File: src/rtl/tone_pwm_pkg.sv
// Shared definitions for the multi-channel tone/PWM generator.
//   - Default channel count, counter width and channel-select width.
//   - duty_50(): duty value giving a 50% square tone for a given period,
//     i.e. (P+1)>>1, computed one bit wider so P = all-ones cannot overflow.
package tone_pwm_pkg;

    localparam int NCH_DEF   = 4;
    localparam int CNT_W_DEF = 20;
    localparam int CH_W_DEF  = 2;

    function automatic logic [CNT_W_DEF-1:0] duty_50(input logic [CNT_W_DEF-1:0] period);
        logic [CNT_W_DEF:0] cycle_len;
        cycle_len = {1'b0, period} + (CNT_W_DEF + 1)'(1);
        return cycle_len[CNT_W_DEF:1];
    endfunction

endpackage

File: src/rtl/tone_pwm_chan.sv
// One tone/PWM channel.
//   clk        system clock, rising edge
//   rst_n      synchronous reset, active-low
//   en         run enable
//   ld         write strobe for this channel (one cycle per write)
//   ld_period  new period P (cycle length P+1 clk)
//   ld_duty    new duty D (high for D clk per cycle)
//   pwm        registered PWM output
//   tick       registered 1-clk pulse on counter wrap
// New period/duty values land in a shadow pair and are copied to the active
// pair only at a wrap (or right away while the channel is stopped), so a
// period already in progress is never altered.
module tone_pwm_chan
    import tone_pwm_pkg::*;
#(
    parameter int CNT_W = CNT_W_DEF
) (
    input  logic             clk,
    input  logic             rst_n,
    input  logic             en,
    input  logic             ld,
    input  logic [CNT_W-1:0] ld_period,
    input  logic [CNT_W-1:0] ld_duty,
    output logic             pwm,
    output logic             tick
);

    logic [CNT_W-1:0] cnt_q,        cnt_d;
    logic [CNT_W-1:0] act_period_q, act_period_d;
    logic [CNT_W-1:0] act_duty_q,   act_duty_d;
    logic [CNT_W-1:0] shd_period_q, shd_period_d;
    logic [CNT_W-1:0] shd_duty_q,   shd_duty_d;
    logic             pend_q,       pend_d;
    logic             pwm_q,        pwm_d;
    logic             tick_q,       tick_d;

    always_comb begin
        cnt_d        = cnt_q;
        act_period_d = act_period_q;
        act_duty_d   = act_duty_q;
        shd_period_d = shd_period_q;
        shd_duty_d   = shd_duty_q;
        pend_d       = pend_q;
        pwm_d        = 1'b0;
        tick_d       = 1'b0;

        // A later write simply overwrites the shadow: last write wins.
        if (ld) begin
            shd_period_d = ld_period;
            shd_duty_d   = ld_duty;
            pend_d       = 1'b1;
        end

        if (en) begin
            // Unsigned compare makes D > P read as "always high" with no wrap.
            pwm_d = (cnt_q < act_duty_q);
            if (cnt_q == act_period_q) begin
                cnt_d  = '0;
                tick_d = 1'b1;
                if (ld) begin
                    // Write on the wrap cycle goes straight to the active pair.
                    act_period_d = ld_period;
                    act_duty_d   = ld_duty;
                    pend_d       = 1'b0;
                end else if (pend_q) begin
                    act_period_d = shd_period_q;
                    act_duty_d   = shd_duty_q;
                    pend_d       = 1'b0;
                end
            end else begin
                cnt_d = cnt_q + CNT_W'(1);
            end
        end else begin
            cnt_d = '0;
            // Stopped: no period to protect, so apply pending values now.
            // A write in this same cycle stays pending for the next one.
            if (pend_q) begin
                act_period_d = shd_period_q;
                act_duty_d   = shd_duty_q;
                pend_d       = ld;
            end
        end
    end

    always_ff @(posedge clk) begin
        if (!rst_n) begin
            cnt_q        <= '0;
            act_period_q <= '0;
            act_duty_q   <= '0;
            shd_period_q <= '0;
            shd_duty_q   <= '0;
            pend_q       <= 1'b0;
            pwm_q        <= 1'b0;
            tick_q       <= 1'b0;
        end else begin
            cnt_q        <= cnt_d;
            act_period_q <= act_period_d;
            act_duty_q   <= act_duty_d;
            shd_period_q <= shd_period_d;
            shd_duty_q   <= shd_duty_d;
            pend_q       <= pend_d;
            pwm_q        <= pwm_d;
            tick_q       <= tick_d;
        end
    end

    assign pwm  = pwm_q;
    assign tick = tick_q;

endmodule

File: src/rtl/tone_pwm_mc.sv
// Multi-channel tone/PWM generator.
//   clk          system clock, rising edge
//   rst_n        synchronous reset, active-low
//   ch_en        per-channel run enable           [NCH]
//   wr_en        write strobe, one cycle per write
//   wr_ch        target channel of the write      [CH_W]
//   wr_period    new period P (cycle = P+1 clk)   [CNT_W]
//   wr_duty      new duty D (high D clk)          [CNT_W]
//   pwm_out      registered PWM/tone outputs      [NCH]
//   period_tick  1-clk pulse on each channel wrap [NCH]
// The single write port is decoded to a per-channel load strobe; a channel
// select of NCH or above matches no channel and is dropped.
module tone_pwm_mc
    import tone_pwm_pkg::*;
#(
    parameter int NCH   = NCH_DEF,
    parameter int CNT_W = CNT_W_DEF,
    parameter int CH_W  = CH_W_DEF
) (
    input  logic             clk,
    input  logic             rst_n,
    input  logic [NCH-1:0]   ch_en,
    input  logic             wr_en,
    input  logic [CH_W-1:0]  wr_ch,
    input  logic [CNT_W-1:0] wr_period,
    input  logic [CNT_W-1:0] wr_duty,
    output logic [NCH-1:0]   pwm_out,
    output logic [NCH-1:0]   period_tick
);

    logic [NCH-1:0] ld_vec;

    generate
        for (genvar gi = 0; gi < NCH; gi++) begin : g_chan
            assign ld_vec[gi] = wr_en & (wr_ch == CH_W'(gi));

            tone_pwm_chan #(
                .CNT_W (CNT_W)
            ) u_chan (
                .clk       (clk),
                .rst_n     (rst_n),
                .en        (ch_en[gi]),
                .ld        (ld_vec[gi]),
                .ld_period (wr_period),
                .ld_duty   (wr_duty),
                .pwm       (pwm_out[gi]),
                .tick      (period_tick[gi])
            );
        end
    endgenerate

endmodule

File: config.mk
export PLATFORM = sky130hd
export DESIGN_NAME = tone_pwm_mc
export DESIGN_NICKNAME = d
export VERILOG_FILES = /design/src/rtl/tone_pwm_pkg.sv /design/src/rtl/tone_pwm_chan.sv /design/src/rtl/tone_pwm_mc.sv
export SDC_FILE = /design/constraint.sdc
export NUM_CORES = 1
export LEC_CHECK = 0
export BUFFER_PORTS_ARGS = -buffer_cell sky130_fd_sc_hd__buf_2
export CORE_UTILIZATION = 64
export CTS_CLUSTER_DIAMETER = 150
export DETAILED_ROUTE_END_ITERATION = 16
export PLACE_DENSITY = 0.81
export SYNTH_ARGS = -nofsm -noshare
export SYNTH_HDL_FRONTEND = slang
export SYNTH_HIERARCHICAL = 1
export SYNTH_SLANG_ARGS = --single-unit
export TNS_END_PERCENT = 100
File: constraint.sdc
create_clock -name clk -period 2.1 [get_ports clk]
set_input_delay 0.105 -clock clk [delete_from_list [all_inputs] [get_ports clk]]
set_output_delay 0.105 -clock clk [all_outputs]
set_load 0.03 [all_outputs]
# --- Yosys cells after proc, flatten, opt, wreduce, memory -nomap -nowiden ---
# Cells that the tools add are included.
classes:
  addsub: 4
  order_cmp: 4
  n_eq_ne: 11
  muxes: 60
  bitwise: 9
  reduce_logical: 9
op_table:
  columns: ["op", "count"]
  rows:
  - ["$mux 20", 32]
  - ["$add 20x1->20 const B", 4]
  - ["$eq 20x20->1", 4]
  - ["$lt 20x20->1", 4]
  - ["$mux 1", 28]
  - ["$reduce_or 3->1", 4]
  - ["$ne 2x1->1 const B", 4]
  - ["$reduce_and 2->1", 4]
  - ["$not 1->1", 5]
  - ["$and 1x1->1", 4]
  - ["$eq 2x2->1 const B", 2]
  - ["$eq 2x1->1 const B", 1]
  - ["$logic_not 2->1", 1]
word_totals:
  ff_bits: 412
  inputBits: 49
  output_inout_bits: 8
  wordCells: 129

# --- Longest topological paths before layout ---
# Gate-level depths: netlist (run 1).
depth:
  ltp_word: 7
  ltp_mapped: 8
  ltp_nobuf: 7

# --- Hierarchy ---
# Netlist (run 1), hierarchy kept.
by_module_without_submodules:
  columns: ["module", "n_inst", "cells_each", "area_per_inst_um2", "seq_area_each_um2"]
  rows:
  - ["tone_pwm_chan at g_chan[1].u_chan ...", 2, 692, 6436.2, 2062.0]
  - ["tone_pwm_chan at g_chan[3].u_chan", 1, 691, 6492.5, 2062.0]
  - ["tone_pwm_chan at g_chan[0].u_chan", 1, 692, 6438.7, 2062.0]
  - ["tone_pwm_mc", 1, 4, 37.5, 0.0]

# --- Worst setup path after synthesis (run 1) ---
# No wires, ideal clock.
synth_timing:
  path_kind: "register to register"
  start: "register g_chan[1].u_chan.cnt_q[9]"
  end: "register g_chan[1].u_chan.pwm_q"
  setup_ps: 86
  arrival_time_ps: 1506
  required_ps: 2014
  setup_slack_ps: 508
  stages_incl_launch_ff: 7
  path_buffers: 0
  period_less_slack_ps: 1592
  cell_sequence: "dfxtp_1 -> ha_1 -> a21o_1 -> a21o_1 -> a221oi_1 -> o41ai_1 -> a211oi_1"
synth_via:
  elab_chain_len: 1
synth_rtl:
  columns: ["item", "line", "rtl"]
  rows:
  - ["start: declaration", "tone_pwm_chan.sv:28", "logic [CNT_W-1:0] cnt_q, cnt_d;"]
  - ["start signal: assignment", "tone_pwm_chan.sv:96", "cnt_q <= cnt_d;"]
  - ["$lt 20x20->1", "tone_pwm_chan.sv:56", "pwm_d = (cnt_q < act_duty_q);"]
  - ["end signal: assignment", "tone_pwm_chan.sv:102", "pwm_q <= pwm_d;"]
  - ["end: declaration", "tone_pwm_chan.sv:34", "logic pwm_q, pwm_d;"]
# Every way passes these cells.
# A chain may end at the register's enable or synchronous reset.

# --- Worst setup path in the final report (run 1) ---
layout_timing:
  start: "register g_chan[2].u_chan.cnt_q[9]"
  end: "register g_chan[2].u_chan.pwm_q"
layout_via:
  elab_chain_len: 1
layout_rtl:
  columns: ["item", "line"]
  rows:
  - ["start: declaration", "tone_pwm_chan.sv:28"]
  - ["start signal: assignment", "tone_pwm_chan.sv:96"]
  - ["$lt 20x20->1", "tone_pwm_chan.sv:56"]
  - ["end signal: assignment", "tone_pwm_chan.sv:102"]
  - ["end: declaration", "tone_pwm_chan.sv:34"]
# Every way passes these cells.

==> results by group, run 1 <==
Run status
  – Outcome: finished, final reports clean

Power and ir drop
  – Sw Share: 47.0%
  – Internal Power: 24,000 uW
  – P per Cell Area: 1600 nW/um2
  – Seq pwr share: 23.3%
  – Power share of the combinational group: 59.2%
  – Clock power frac: 17.6%
  – VDD IR max: 2.67 mV
  – Leakage power: 0.0120 uW
  – P_sw: 21,300 uW

Timing
  – Period utilization: 94.4%
  – Final Max Slew Viols: 0
  – Peak Freq: 504 MHz
  – Final Critical Period: 1980 ps
  – WHS: 27.3 ps
  – Worst Tran Pin Value: 798 ps
  – Final hold viol count: 0
  – Skew final: 15.8 ps
  – # setup viols final: 0
  – Unrepaired setup endpoints after global routing: false
  – Worst slew margin: 46.8%

Worst setup path
  – CP peak stage delay: 470 ps
  – Bufs and invs on worst path: 0
  – Crit path launch type: flop
  – Slowest-stage cell, CP: dfxtp_1
  – Arr. time, crit path: 2440 ps
  – CP required: 2560 ps
  – Sequence of cells on the critical path: ha_1 > a21o_1 > a21o_1 > a221oi_1 > o41ai_1 > a211oi_2
  – Most common cell on crit path: a21o_1
  – CP Capture Type: flop
  – Crit Path Max Fanout: 5
  – Critical path type: reg -> reg
  – Crit path max-delay family: compound AO/OA/AOI/OAI gates

Clock network
  – TritonCTS Buffers: 46
  – Root Buffer: clkbuf_16
  – Clock-pin slew on the worst setup and hold paths: 60 ps
  – Number of post-CTS setup repair buffers: 0
  – Clk sinks: 412
  – Max H-tree Level: 2
  – Max clock buf depth: 3
  – Clock latency on the worst-skew pair: 590 ps
  – TritonCTS clock tree: done

Layout
  – Synth-to-Final Area Change: 9.21%
  – Layout Nets: 2,902
  – Diode count: 0
  – Post-Layout Cell Count: 3,328
  – Ratio of cells with drive above 1 in the final layout: 13.9%

GRT
  – Initial antenna violation count: 0
  – Vias in the first global route: 22,000
  – Pin count of the biggest net entering global routing: 72
  – Congestion Overflow GR: 0
  – First-pass GRT wire length: 116,000 um
  – Global Route Usage Sum: 35.3%

Routing
  – Via count: 21,500
  – First DRT Iteration DRCs: 1,382
  – First-pass iteration count of the detailed router: 7
  – Final wirelength: 73,600 um
  – Antenna-violating nets left: 0
  – Vias per inst: 6.47
  – # DRC: 0
  – Wire per inst: 22.1 um

Floorplan
  – Die W: 203 um
  – Die footprint: 41,200 um2
  – Initial Util: 64.9%
  – Std-Cell Rows: 73
  – Die height: 203 um
  – CORE AREA: 39,800 um2
  – IO Count: 57

Place
  – Placed cell count: 3,224
  – Gpl congestion: 0.934
  – DP HPWL: 46,700 um
  – Buffers on Ports: 56

Yosys
  – Sequential share of the synthesized area: 31.9%
  – Synthesized Nets: 2,900
  – Syn Std Cell Area: 25,800 um2
  – Mean Syn Cell Area: 9.33 um2
  – Yosys cell types: 44
  – Ys Warns: 6
  – Synth top area cells: dfxtp_1 32%, mux2i_1 19%, mux2_2 6.1%
  – FF+latch count, synth: 412
  – Syn Inst Count: 2,771
  – Synth Flop Type: dfxtp_1
  – Post-synth EDFFs: 0
  – Synth top area share: 31.9%
  – Area leader, netlist: dfxtp_1
  – Async SR Flop Fraction: 0%

Run
  – Max Cap Viol: 0

Worst hold path
  – Hold Path Class: in -> reg
cell usage after synthesis, types with 21 or more instances:
cell	instances
mux2i_1	480
dfxtp_1	412
nand2_1	207
and3_1	168
nor2b_1	165
o211ai_1	162
nor4b_1	160
mux2_2	140
clkbuf_1	138
nor2_1	114
xor2_1	94
inv_1	85
ha_1	80
xnor2_1	57
buf_2	42
nand3_1	39
nand4_1	38
a21oi_1	25
buf_4	25
buf_6	21
layout by cell type (no fill, tap or decap), drive strengths merged, types with 5 or more instances in the layout:
cell / count
a211oi: 6
a21o: 20
a21oi: 25
and3: 169
buf: 160
clkbuf: 70
clkinv: 5
dfxtp: 412
dlygate4sd3: 26
ha: 80
inv: 86
mux2: 160
mux2i: 480
nand2: 207
nand2b: 8
nand3: 39
nand4: 38
nor2: 114
nor2b: 165
nor3: 15
nor4: 14
nor4b: 160
o211ai: 162
o21ai: 6
xnor2: 57
xor2: 95
worst reg2reg max path: cells and delay by family, from the launching register on:
family | cells | cell delay (ps)
compound gates | 5 | 1100
flops | 1 | 470
fa+ha+maj | 1 | 300
sequential cells by signal, indices dropped and copies added (netlist names):
signal / flops
g_chan.u_chan/shd_duty_q: 80
g_chan.u_chan/act_duty_q: 80
g_chan.u_chan/cnt_q: 80
g_chan.u_chan/tick: 4
g_chan.u_chan/act_period_q: 80
g_chan.u_chan/pend_q: 4
g_chan.u_chan/pwm: 4
g_chan.u_chan/shd_period_q: 80
repair_timing:
item | in CTS | in global routing
hold buffers | 26 | 0
setup endpoints to repair | 1 | 10
resized for setup | 1 | 1
pin swaps | 0 | 0
hold endpoints to repair | 73 | 0
per-stage QoR:
stage | power, uW | worst slack (ps) | TNS [ps] | util [%] | instance area, um2
2_1_floorplan | 31600 | 508 | 0 | - | 25800
3_3_place_gp | 36000 | -14.4 | -14.4 | 66.5 | 26500
3_5_place_dp | 36600 | -4.38 | -4.38 | 66.5 | 26500
4_1_cts | 44700 | 114 | 0 | 70.9 | 28200
5_1_grt | 48600 | 10.4 | 0 | 70.9 | 28200
6_report | 45300 | 117 | 0 | 70.9 | 28200
kinds of logic (layout without fill, tap and decap cells):
kind of cell	count (synthesis)	in the layout	synth area share [%]
simple gates	938	938	21.0
mux	640	640	25.6
flops	412	412	31.9
buf+inv	317	349	5.93
compound gates	232	232	6.51
xor+xnor	152	152	5.18
fa+ha+maj	80	80	3.87
routing by layer:
layer	global-route usage, %	share of wire [%]	up-vias	wire length, um
li1	-	-	9949	-
met1	42.5	41	10600	29800
met2	59.7	47	793	34800
met3	5.10	6.3	225	4670
met4	21.1	5.9	0	4310
met5	0	0	-	0
power groups by stage:
| stage | sequential, uW | clock (uW) | combinational (uW) |
|---|---|---|---|
| 2_1_floorplan | 10200 | 0 | 21400 |
| 3_3_place_gp | 10600 | 0 | 25500 |
| 3_5_place_dp | 10600 | 0 | 26000 |
| 4_1_cts | 10500 | 8040 | 26200 |
| 5_1_grt | 10800 | 8310 | 29400 |
| 6_report | 10500 | 7950 | 26800 |
area by class of cell:
type                            instances  area (um2)
Clock buffer                           70        1380
Inverter                               85         319
Sequential cell                       412        8250
Fill cell                            2986       11600
Tap cell                              525         657
Timing Repair Buffer                  186        1430
Multi-Input combinational cell       2042       16100
Clock inverter                          8        71.3
worst paths after layout:
path | slack [ps] | from | cells after the start | endpoint
max reg2reg | 120 | g_chan[2].u_chan/cnt_q[9] | 6 | g_chan[2].u_chan/pwm
max | 120 | g_chan[2].u_chan/cnt_q[9] | 6 | g_chan[2].u_chan/pwm
min reg2reg | 500 | g_chan[1].u_chan/cnt_q[0] | 1 | g_chan[1].u_chan/cnt_q[0]
min | 30 | wr_duty[5] | 3 | g_chan[0].u_chan/shd_duty_q[5]
(Power assumes the default switching activity.)
==> inputs of run 2 (changes only) <==
- PLACE_DENSITY: 0.81 -> 0.85
==> run 2 against run 1 <==
Effect of this change:
- combinational power grew 15%
- die area did not move
- fmax about the same
- clock power shrank 2.8%
- sequential share of layout area is 0.26 points higher
- non-clock buffer count fell by 30
==> results by group, run 2 (synthesis gave the netlist of run 1 again) <==
Power and ir drop
  – Tot Pwr: 49,600 uW (was 45,300 uW)
  – Leakage power: 0.0119 uW (was 0.0120 uW)
  – P per Cell Area: 1770 nW/um2 (was 1600 nW/um2)
  – VDD IR max: 4.12 mV (was 2.67 mV)

Timing
  – Worst slew margin: 48.5% (was 46.8%)
  – Period utilization: 94.4% (about the same)
  – Final Max Slew Viols: 0 (unchanged)
  – Worst Tran Pin Value: 772 ps (was 798 ps)
  – Post-Route Setup TNS: 0 ps (unchanged)
  – Final hold viol count: 0 (unchanged)
  – Final Critical Period: 1980 ps (about the same)
  – Skew final: 15.8 ps (about the same)
  – Peak Freq: 504 MHz (about the same)
  – Unrepaired setup endpoints after global routing: false (unchanged)
  – # setup viols final: 0 (unchanged)

Worst setup path
  – R2r startpoint: g_chan[2].u_chan/cnt_q[1] (was g_chan[2].u_chan/cnt_q[9])
  – Crit Path Max Fanout: 39 (was 5)
  – CP peak stage delay: 450 ps (was 470 ps)
  – Crit path max-delay family: simple AND/OR/NAND/NOR gates (was compound AO/OA/AOI/OAI gates)
  – CP Capture Type: flop (unchanged)
  – Arr. time, crit path: 2450 ps (was 2440 ps)
  – Crit path launch type: flop (unchanged)
  – Critical path type: reg -> reg (unchanged)
  – Critical Path Source: g_chan[2].u_chan/cnt_q[1] (was g_chan[2].u_chan/cnt_q[9])
  – Slowest-stage cell, CP: dfxtp_1 (unchanged)
  – Sequence of cells on the critical path: xnor2_1 > nand4_1 > buf_4 > nor4b_1 > mux2i_1 > o211ai_1 (was ha_1 > a21o_1 > a21o_1 > a221oi_1 > o41ai_1 > a211oi_2)
  – CP required: 2570 ps (was 2560 ps)
  – Bufs and invs on worst path: 1 (was 0)

Layout
  – Filler cell count: 2,886 (was 2,986)
  – Layout Nets: 2,871 (was 2,902)
  – Most frequent cells in the layout: 480 x mux2i_1, 408 x dfxtp_1, 203 x nand2_1, 168 x and3_1, 165 x nor2b_1 (was 480 x mux2i_1, 407 x dfxtp_1, 203 x nand2_1, 168 x and3_1, 165 x nor2b_1)
  – Post-Layout Cell Count: 3,296 (was 3,328)
  – Ratio of cells with drive above 1 in the final layout: 13.7% (was 13.9%)
  – Multi-input logic area: 16,100 um2 (about the same)
  – Fin area: 28,000 um2 (was 28,200 um2)
  – Final Util: 70.2% (was 70.9%)
  – Diode count: 0 (unchanged)
  – Synth-to-Final Area Change: 8.24% (was 9.21%)
  – Most common cell after layout, fill and taps aside: mux2i_1 (unchanged)
  – Sequential cell area: 8250 um2 (about the same)

Floorplan
  – IO Count: 57 (unchanged)
  – Die footprint: 41,200 um2 (unchanged)
  – Die height: 203 um (unchanged)
  – Initial Util: 64.9% (unchanged)
  – Die W: 203 um (unchanged)
  – CORE AREA: 39,800 um2 (unchanged)
  – Std-Cell Rows: 73 (unchanged)

Clock network
  – TritonCTS Buffers: 45 (was 46)
  – Max H-tree Level: 2 (unchanged)
  – Root Buffer: clkbuf_16 (unchanged)
  – TritonCTS clock tree: done (unchanged)
  – Clk sinks: 412 (unchanged)
  – Max clock buf depth: 3 (unchanged)
  – Clock latency on the worst-skew pair: 550 ps (was 590 ps)
  – Clock-pin slew on the worst setup and hold paths: 60 ps (about the same)

Run
  – Max Cap Viol: 0 (unchanged)

Place
  – Buffers on Ports: 56 (unchanged)
  – DP HPWL: 46,600 um (was 46,700 um)
  – Post-DP Area: 26,500 um2 (about the same)
  – Placed cell count: 3,214 (was 3,224)
  – Gpl congestion: 0.949 (was 0.934)

Run status
  – Outcome: finished, final reports clean (unchanged)

Routing
  – Final wirelength: 72,800 um (was 73,600 um)
  – First DRT Iteration DRCs: 1,706 (was 1,382)
  – First-pass iteration count of the detailed router: 7 (unchanged)
  – Vias per inst: 6.55 (was 6.47)
  – # DRC: 0 (unchanged)
  – Via count: 21,600 (was 21,500)
  – Wire per inst: 22.1 um (about the same)
  – Antenna-violating nets left: 0 (unchanged)

GRT
  – First-pass GRT wire length: 115,000 um (was 116,000 um)
  – Global Route Usage Sum: 34.8% (was 35.3%)
  – Congestion Overflow GR: 0 (unchanged)
  – Pin count of the biggest net entering global routing: 71 (was 72)
  – Initial antenna violation count: 0 (unchanged)
  – Vias in the first global route: 21,600 (was 22,000)

Worst hold path
  – Worst hold start: wr_period[4] (was wr_duty[5])
  – Hold Path Class: in -> reg (unchanged)
## run 2: cell count changes in the layout (fill, tap and decap cells not counted), moves of 2 or more
| cell | change |
|---|---|
| clkbuf_16 | -2 |
| clkbuf_1 | -2 |
| buf_4 | -15 |
| dlygate4sd3_1 | -20 |
| buf_12 | +5 |
## run 2: repair_timing
item | CTS | global route
setup buffers | 0 | 0
endpoints found under the setup margin | 0 | 20
endpoints found under the hold margin | 15 | 0
gates resized for setup | 0 | 2
hold buffers | 6 | 0
## run 2: worst min-delay path, stage by stage
cell and delay (ps):
buf_2 200, mux2i_1 170, nor2b_1 60
## run 2: report_power, final
| group | switching (uW) | internal, uW |
|---|---|---|
| clock | 3230 | 4500 |
| sequential | 1590 | 9570 |
| combinational | 19300 | 11400 |
| total | 24200 | 25500 |
## run 2: per-stage QoR
stage / setup WS (ps) / hold slack (ps)
2_1_floorplan: 508 / 274
3_3_place_gp: 231 / 468
3_5_place_dp: 164 / 484
4_1_cts: 126 / 15.0
5_1_grt: 23.3 / 27.9
6_report: 117 / 39.6
## run 2: final timing paths
path | end | slack (ps) | depth (start not counted)
worst max register to register | g_chan[2].u_chan/act_period_q[8] | 120 | 6
worst min register to register | g_chan[1].u_chan/cnt_q[0] | 500 | 1
worst min-delay path | g_chan[3].u_chan/shd_period_q[4] | 40 | 3
worst max-delay path | g_chan[2].u_chan/act_period_q[8] | 120 | 6
## run 2: final cells by class
cell class              count  area share [%]
multi-input cells        2042            57.6
flip-flops and latches    412            29.5
clock buffers              67            4.79
repair buffers            156            4.36
well taps                 525            2.35
inverters                  85            1.14
clock inverters             9           0.273
## run 2: per-layer routing
metal / part of all wire [%] / vias to the layer above / global-route usage [%]
li1: - / 9874 / -
met1: 40 / 10500 / 43.8
met2: 46 / 998 / 56.5
met3: 7.6 / 211 / 4.35
met4: 6.4 / 0 / 21.8
met5: 0 / - / 0
